**src/rtl/phase_shift_gen_ddr.sv**
```systemverilog
`default_nettype none
// ============================================================================
// Module      : phase_shift_gen_ddr
// Description : Regenerates an 8-sample-per-clock reference square wave
//               delayed by a programmable number of subsamples. Edges are
//               timestamped into a small event FIFO and replayed when due.
// Revision    : 1.0 - initial release
// ============================================================================
module phase_shift_gen_ddr #(
    parameter int POSITION_BITS   = 14,
    parameter int DELAY_BITS      = 10,
    parameter int FIFO_DEPTH_BITS = 3
) (
    input  logic                  CLK,
    input  logic                  RESET,
    input  logic                  CE,
    input  logic [7:0]            IN_BITS,
    input  logic [DELAY_BITS-1:0] DELAY,
    output logic [7:0]            OUT_BITS,
    output logic                  FIFO_EMPTY,
    output logic                  OVERFLOW
);

    localparam int c_cnt_bits   = POSITION_BITS - 3;
    localparam int c_depth      = 1 << FIFO_DEPTH_BITS;
    localparam int c_entry_bits = POSITION_BITS + 1;

    localparam logic [POSITION_BITS-1:0]   c_pipe_offset = 16;
    localparam logic [c_cnt_bits-1:0]      c_cnt_one     = 1;
    localparam logic [FIFO_DEPTH_BITS:0]   c_ptr_one     = 1;

    logic [c_cnt_bits-1:0]    r_cnt;
    logic                     r_prev;
    logic                     r_cur;
    logic                     r_ev_valid;
    logic                     r_ev_level;
    logic [POSITION_BITS-1:0] r_ev_due;
    logic [FIFO_DEPTH_BITS:0] r_wr_ptr;
    logic [FIFO_DEPTH_BITS:0] r_rd_ptr;
    logic [c_entry_bits-1:0]  r_mem [c_depth];
    logic [7:0]               r_out;
    logic                     r_ovf;

    logic                     w_final;
    logic                     w_edge;
    logic [2:0]               w_idx;
    logic                     w_run;
    logic [POSITION_BITS-1:0] w_due;
    logic                     w_empty;
    logic                     w_full;
    logic [c_entry_bits-1:0]  w_head;
    logic                     w_head_level;
    logic [POSITION_BITS-1:0] w_head_due;
    logic [c_cnt_bits-1:0]    w_diff;
    logic                     w_on_time;
    logic                     w_late;
    logic                     w_pop;
    logic                     w_push_ok;
    logic [7:0]               w_out;

    // Edge detect: only the word's final level matters; the index marks where
    // the trailing run of that level begins.
    assign w_final = IN_BITS[7];
    assign w_edge  = (w_final != r_prev);

    always_comb begin
        w_idx = 3'd7;
        w_run = 1'b1;
        for (int i = 6; i >= 0; i--) begin
            if (w_run && (IN_BITS[i] == w_final)) begin
                w_idx = 3'(i);
            end else begin
                w_run = 1'b0;
            end
        end
    end

    assign w_due = {r_cnt, w_idx} + POSITION_BITS'(DELAY) + c_pipe_offset;

    assign w_empty = (r_wr_ptr == r_rd_ptr);
    assign w_full  = (r_wr_ptr[FIFO_DEPTH_BITS-1:0] == r_rd_ptr[FIFO_DEPTH_BITS-1:0]) &&
                     (r_wr_ptr[FIFO_DEPTH_BITS] != r_rd_ptr[FIFO_DEPTH_BITS]);

    assign w_head       = r_mem[r_rd_ptr[FIFO_DEPTH_BITS-1:0]];
    assign w_head_level = w_head[POSITION_BITS];
    assign w_head_due   = w_head[POSITION_BITS-1:0];

    // Modular distance to the due cycle; upper half of the window means past.
    assign w_diff    = w_head_due[POSITION_BITS-1:3] - r_cnt;
    assign w_on_time = !w_empty && (w_diff == '0);
    assign w_late    = !w_empty && w_diff[c_cnt_bits-1];
    assign w_pop     = w_on_time || w_late;
    assign w_push_ok = r_ev_valid && (!w_full || w_pop);

    always_comb begin
        w_out = {8{r_cur}};
        if (w_on_time) begin
            for (int i = 0; i < 8; i++) begin
                w_out[i] = (3'(i) < w_head_due[2:0]) ? r_cur : w_head_level;
            end
        end else if (w_late) begin
            w_out = {8{w_head_level}};
        end
    end

    always_ff @(posedge CLK or posedge RESET) begin
        if (RESET) begin
            r_cnt      <= '0;
            r_prev     <= 1'b0;
            r_cur      <= 1'b0;
            r_ev_valid <= 1'b0;
            r_ev_level <= 1'b0;
            r_ev_due   <= '0;
            r_wr_ptr   <= '0;
            r_rd_ptr   <= '0;
            r_out      <= '0;
            r_ovf      <= 1'b0;
        end else if (CE) begin
            r_cnt      <= r_cnt + c_cnt_one;
            r_prev     <= w_final;
            r_ev_valid <= w_edge;
            r_ev_level <= w_final;
            r_ev_due   <= w_due;
            if (w_push_ok) begin
                r_wr_ptr <= r_wr_ptr + c_ptr_one;
            end else if (r_ev_valid) begin
                r_ovf <= 1'b1;
            end
            if (w_pop) begin
                r_rd_ptr <= r_rd_ptr + c_ptr_one;
                r_cur    <= w_head_level;
            end
            r_out <= w_out;
        end
    end

    // Storage needs no reset: entries are only read between the pointers.
    always_ff @(posedge CLK) begin
        if (CE && w_push_ok) begin
            r_mem[r_wr_ptr[FIFO_DEPTH_BITS-1:0]] <= {r_ev_level, r_ev_due};
        end
    end

    assign OUT_BITS   = r_out;
    assign FIFO_EMPTY = w_empty;
    assign OVERFLOW   = r_ovf;

endmodule
`default_nettype wire

```
**config.mk**
```make
export PLATFORM = sky130hd
export DESIGN_NAME = phase_shift_gen_ddr
export DESIGN_NICKNAME = d
export VERILOG_FILES = /design/src/rtl/phase_shift_gen_ddr.sv
export SDC_FILE = /design/constraint.sdc
export NUM_CORES = 1
export LEC_CHECK = 0
export BUFFER_PORTS_ARGS = -buffer_cell sky130_fd_sc_hd__buf_4
export CAP_MARGIN = 25
export CORE_UTILIZATION = 53
export DETAILED_ROUTE_END_ITERATION = 6
export PLACE_DENSITY = 0.7
export REMOVE_ABC_BUFFERS = 1
export SLEW_MARGIN = 15
export SYNTH_ARGS = -nofsm -noshare
export SYNTH_HDL_FRONTEND = slang
export SYNTH_SLANG_ARGS = --single-unit
```
**constraint.sdc**
```tcl
create_clock -name CLK -period 13.9 [get_ports CLK]
set_input_delay 0.695 -clock CLK [delete_from_list [all_inputs] [get_ports CLK]]
set_output_delay 0.695 -clock CLK [all_outputs]
set_load 0.02 [all_outputs]
```
* Yosys cells after proc, flatten, opt, wreduce, memory -nomap -nowiden
Memory sizes are Yosys's and may differ from the RTL's.
Cells that the tools add are included.
** Word-level totals
- Register bits :: 45
- Memory bits (writable) :: 120
- Output and inout port bits :: 10
- Word-level logic and storage cells :: 80
- Memories kept :: 1
** Cells by class
- Add/subtract/negate cells :: 6
- $lt $le $gt $ge :: 8
- Equal/unequal tests :: 11
- Mux-type cells :: 25
- Bitwise gates (word level) :: 1
- Reduce and logical (&&, ||, !) cells :: 19
** Memory list
- r_mem :: depth 8, bits a word 15, rd ports 1, clocked after memory_dff 0, write ports 1, line 40 : logic [c_entry_bits-1:0] r_mem [c_depth];
** Operators with widths (number)
- two-way mux 1 bit :: 17
- two-way mux 8 bit :: 2
- two-way mux 3 bit :: 5
- adder 14 x 10 -> 14 bit :: 1
- adder 14 x 5 -> 14 bit (second input constant) :: 1
- < comparator 3 bit (first input constant) :: 4
- adder 11 x 1 -> 11 bit (second input constant) :: 1
- logical AND 1 bit :: 11
- zero test 11 bit :: 1
- subtractor 11 bit :: 1
- adder 4 x 1 -> 4 bit (second input constant) :: 2
- == test 1 bit :: 7
- < comparator 1 x 3 -> 1 bit (first input constant) :: 2
- < comparator 2 x 3 -> 1 bit (first input constant) :: 2
- == test 4 bit :: 1
- AND reduction 2 bit :: 2
- == test 3 bit :: 1
- AND reduction 3 bit :: 1
- zero test 1 bit :: 2
- logical OR 1 bit :: 2
- two-way mux 2 bit :: 1
- != test 1 bit :: 2
- NOT 1 bit :: 1

* Depth between registers and ports, before layout
- Depth in word-level cells :: 16
- Gate-level depth with buffers :: 19
- Mapped depth without buffers :: 18

* Worst setup path after synthesis
No wires, ideal clock.
- Path kind :: reg2reg
- From :: register r_rd_ptr[0]
- To :: memory r_mem[4][0] (netlist bit), enable pin
- Setup time :: 0.432 ns
- Arrival :: 5.532 ns
- Data required time :: 13.468 ns
- Setup slack :: 7.936 ns
- Cell stages (with the launch flop) :: 15
- Clock period less this slack :: 5.964 ns
- Cell sequence :: dfrtp_1 buf_2 buf_6 buf_1 mux4_2 mux2_2 fa_1 a211oi_1 o21ai_1 nand2_1 xor2_1 o2111ai_1 o311ai_2 nand2_2 nor4b_1
** Between the ends
- Cells in the longest elaborated chain, start to end :: 10
** RTL lines
- from (decl) :: line 39 : logic [FIFO_DEPTH_BITS:0] r_rd_ptr;
- from (signal assigned) :: line 130 : r_rd_ptr <= r_rd_ptr + c_ptr_one;
- memory read (8 x 15 bit)
- subtractor 11 bit :: line 89 : assign w_diff = w_head_due[POSITION_BITS-1:3] - r_cnt;
- zero test 11 bit :: line 90 : assign w_on_time = !w_empty && (w_diff == '0);
- logical AND 1 bit :: line 90
- logical OR 1 bit :: line 92 : assign w_pop = w_on_time || w_late;
- logical OR 1 bit * :: line 93 : assign w_push_ok = r_ev_valid && (!w_full || w_pop);
- logical AND 1 bit * :: line 93
- logical AND 1 bit * :: line 139 : if (CE && w_push_ok) begin
- two-way mux 1 bit * :: line 139
- two-way mux 1 bit (implied by the code) * :: line 140 : r_mem[r_wr_ptr[FIFO_DEPTH_BITS-1:0]] <= {r_ev_level, r_ev_due};
- to (decl) :: line 40
Every way passes the cells marked *; elsewhere a longest branch is shown, timed or not.

* Final worst setup path
- From :: register r_rd_ptr[0]
- To :: memory r_mem[6][1] (netlist bit), enable pin
Same word-level chain as after synthesis.

==> results.sh <==
export IMPL_post_cts_resized=0
export IMPL_grt_overflow=0
export IMPL_crit_arrival_ns=5.03
export IMPL_rsz0062_at_grt="no"
export IMPL_cts_buffers=17
export IMPL_die_width_um=124
export IMPL_setup_viol=0
export IMPL_synth_cell_type_count=61
export IMPL_cp_common_cell="buf_4"
export IMPL_path_clk_slew_ns=0.06
export IMPL_maxCapViolations=0
export IMPL_cts_tree="yes"
export IMPL_layout_nets=622
export IMPL_antenna_found_initial=0
export IMPL_ir_drop_mv=0.152
export IMPL_p_per_area_mw_per_mm2=239
export IMPL_crit_fanout=24
export IMPL_gp_congestion=0.757
export IMPL_vias=4582
export IMPL_cts_hold_buf=0
export IMPL_rows=44
export IMPL_numClockSinks=165
export IMPL_ys_seq_area_share_pct=60.4
export IMPL_ys_ff_latch=165
export IMPL_r2r_cells=15
export IMPL_timing_rr_end="r_mem[6][1]"
export IMPL_p_leak_nw=3.29
export IMPL_grt_max_degree=35
export IMPL_max_freq_ghz=0.203
export IMPL_synth_yosys_warnings=0
export IMPL_finClkSkew_ns=0.00736
export IMPL_timing_rr_start="r_rd_ptr[0]"
export IMPL_syn_area_per_cell_um2=14.9
export IMPL_first_pass_iters=5
export IMPL_drv_slew=0
export IMPL_cts_htree_levels=4
export IMPL_root_buffer="clkbuf_16"
export IMPL_yosys_most_used_dff="edfxtp_1"
export IMPL_async_flop_share_pct=27.3
export IMPL_via_per_inst=6.01
export IMPL_status="finished clean"
export IMPL_synth_edf_count=120
export IMPL_core_area_mm2=0.0145
export IMPL_crit_path_top_delay_cell="dfrtp_2"
export IMPL_cpPeakStageDelay_ns=0.56
export IMPL_die_area_mm2=0.0153
export IMPL_die_h_um=124
export IMPL_synthCells=526
export IMPL_floorplan_initialDensity_pct=54.1
export IMPL_drc=0
export IMPL_num_antenna_cells=0
export IMPL_crit_chain="buf_4, mux4_2, mux2i_1, ha_1, inv_1, fa_1, a211oi_1, o21ai_1, nand2_1, xor2_1, o2111ai_1, o311ai_2, nand3_1, nor3b_2, buf_4"
export IMPL_hold_violations=0
export IMPL_worst_pin_slew_ns=0.772
export IMPL_cts_buffer_depth=2
export IMPL_syn_area_mm2=0.00783
export IMPL_antenna_left=0
export IMPL_post_dp_hpwl_um=10800
export IMPL_drt_iter0_markers=394
export IMPL_max_slew_margin_pct=47.1
export IMPL_area_growth_pct=13.6
export IMPL_wl_per_cell_um=21.1
export IMPL_ioPinCount=31
export IMPL_cp_start_kind="flip-flop"
export IMPL_path_class="flip-flop to flip-flop"
export IMPL_fin_tns_setup_ns=0
export IMPL_grt_pass1_vias=4528
export IMPL_r2r_slack_ns=8.97
export IMPL_track_usage_pct=23.7
export IMPL_grt_pass1_wl_um=25400
export IMPL_holdCritPathClass="input pin to async pin"
export IMPL_postCtsSetupBuffers=0
export IMPL_clkLatencyLatePin_ns=0.43
export IMPL_required_ns=14.01
export IMPL_design_area_mm2=0.00889
export IMPL_layout_min_cycle_time_ns=4.93
export IMPL_io_buffers=30
export IMPL_cp_end_kind="flip-flop"
export IMPL_drt_total_wl_um=16100
export IMPL_place_area_mm2=0.00833
export IMPL_drive_gt1_share_pct=24.5
export IMPL_fin_crit_sh_pct=35.5
-- worst max-delay path: cells and delay by family, from the launching register on --
family                     cells  cell delay [ns]
xor gates and xnor gates       1             0.14
AOI/OAI and AO/OA              4             1.13
DFF                            1             0.56
buffers and inverters          3             0.86
muxes                          2             0.71
and+or+nand+nor                3             0.58
adders and majority gates      2             0.59
-- cells in the mapped netlist, drive strengths merged, types with 7 or more instances --
cell	n	area [um^2]
mux4	30	676
nor2	22	85.1
xnor2	29	262
mux2i	8	80.1
clkbuf	9	33.8
inv	27	101
nor2b	7	43.8
mux2	28	315
nand2	20	77.6
and3	7	43.8
edfxtp	120	3600
ha	33	413
nand3	11	55.1
a21oi	16	80.1
dfrtp	45	1130
o21ai	17	85.1
nor3	18	95.1
buf	11	56.3
-- kinds of logic after synthesis --
family                   synth area share (%)
buffers and inverters                    2.49
AO/OA/AOI/OAI                            6.23
flip-flops                               60.4
AND/OR/NAND/NOR                          7.43
XOR/XNOR                                 4.01
adder cells (fa/ha/maj)                  5.78
multiplexers                             13.7
-- where the power goes --
part | internal, mW | switching (mW)
sequential | 0.661 | 0.104
clock | 0.267 | 0.181
combinational | 0.428 | 0.489
-- worst max-delay path by stage --
stage,endpoint,from,slack [ns],cells past startpoint
6_report,r_mem[6][1],r_rd_ptr[0],8.97,15
5_1_grt,r_mem[4][11],r_rd_ptr[0],8.51,15
4_1_cts,r_mem[7][13],r_rd_ptr[0],8.88,14
3_5_place_dp,r_mem[7][7],r_rd_ptr[0],8.92,14
2_1_floorplan,r_mem[4][0],r_rd_ptr[0],7.70,13
3_3_place_gp,r_mem[7][10],r_rd_ptr[0],8.99,12
-- area by class of cell --
cell class,instances,area [um^2]
Fill cell,1083,5580
Timing Repair Buffer,41,320
Multi-Input combinational cell,313,2950
Tap cell,184,230
Sequential cell,165,4730
Clock buffer,22,454
Inverter,28,105
Clock inverter,10,108
-- per-stage QoR --
step	instances	utilization (%)	power, mW	hold WS (ns)	worst slack [ns]
final	763	61.4	2.13	0.286	8.97
after global placement	730	57.4	1.66	0.474	8.99
after detailed placement	731	57.6	1.69	0.476	8.92
after CTS	763	61.4	2.14	0.295	8.88
after global routing	763	61.4	2.27	0.318	8.51
after floorplan	506	-	1.44	0.465	7.70
-- cells in the final DEF, fill, tap and decap left out, types with 17 or more instances in the layout --
cell,Yosys,final
nand2_1,19,19
clkbuf_16,0,17
mux4_2,30,30
nor2_1,21,21
buf_4,1,40
ha_1,33,33
edfxtp_1,120,120
xnor2_1,28,28
dfrtp_1,45,44
inv_1,27,26
mux2_2,25,25
-- sequential cells by signal, indices dropped and copies added (netlist names) --
| register | flops |
|---|---|
| OUT_BITS | 8 |
| OVERFLOW | 1 |
| r_cnt | 11 |
| r_cur | 1 |
| r_ev_due | 14 |
| r_ev_level | 1 |
| r_ev_valid | 1 |
| r_mem | 120 |
| r_rd_ptr | 4 |
| r_wr_ptr | 4 |
-- routing by layer --
metal  up-vias  track usage, %  part of all wire (%)
met5         -               0                     0
met4         0            9.26                   2.4
met3        26            4.57                   4.5
met2       130            38.5                    50
met1      2322            31.7                    43
li1       2104               -                     -
Power figures use the tool's default switching activity.
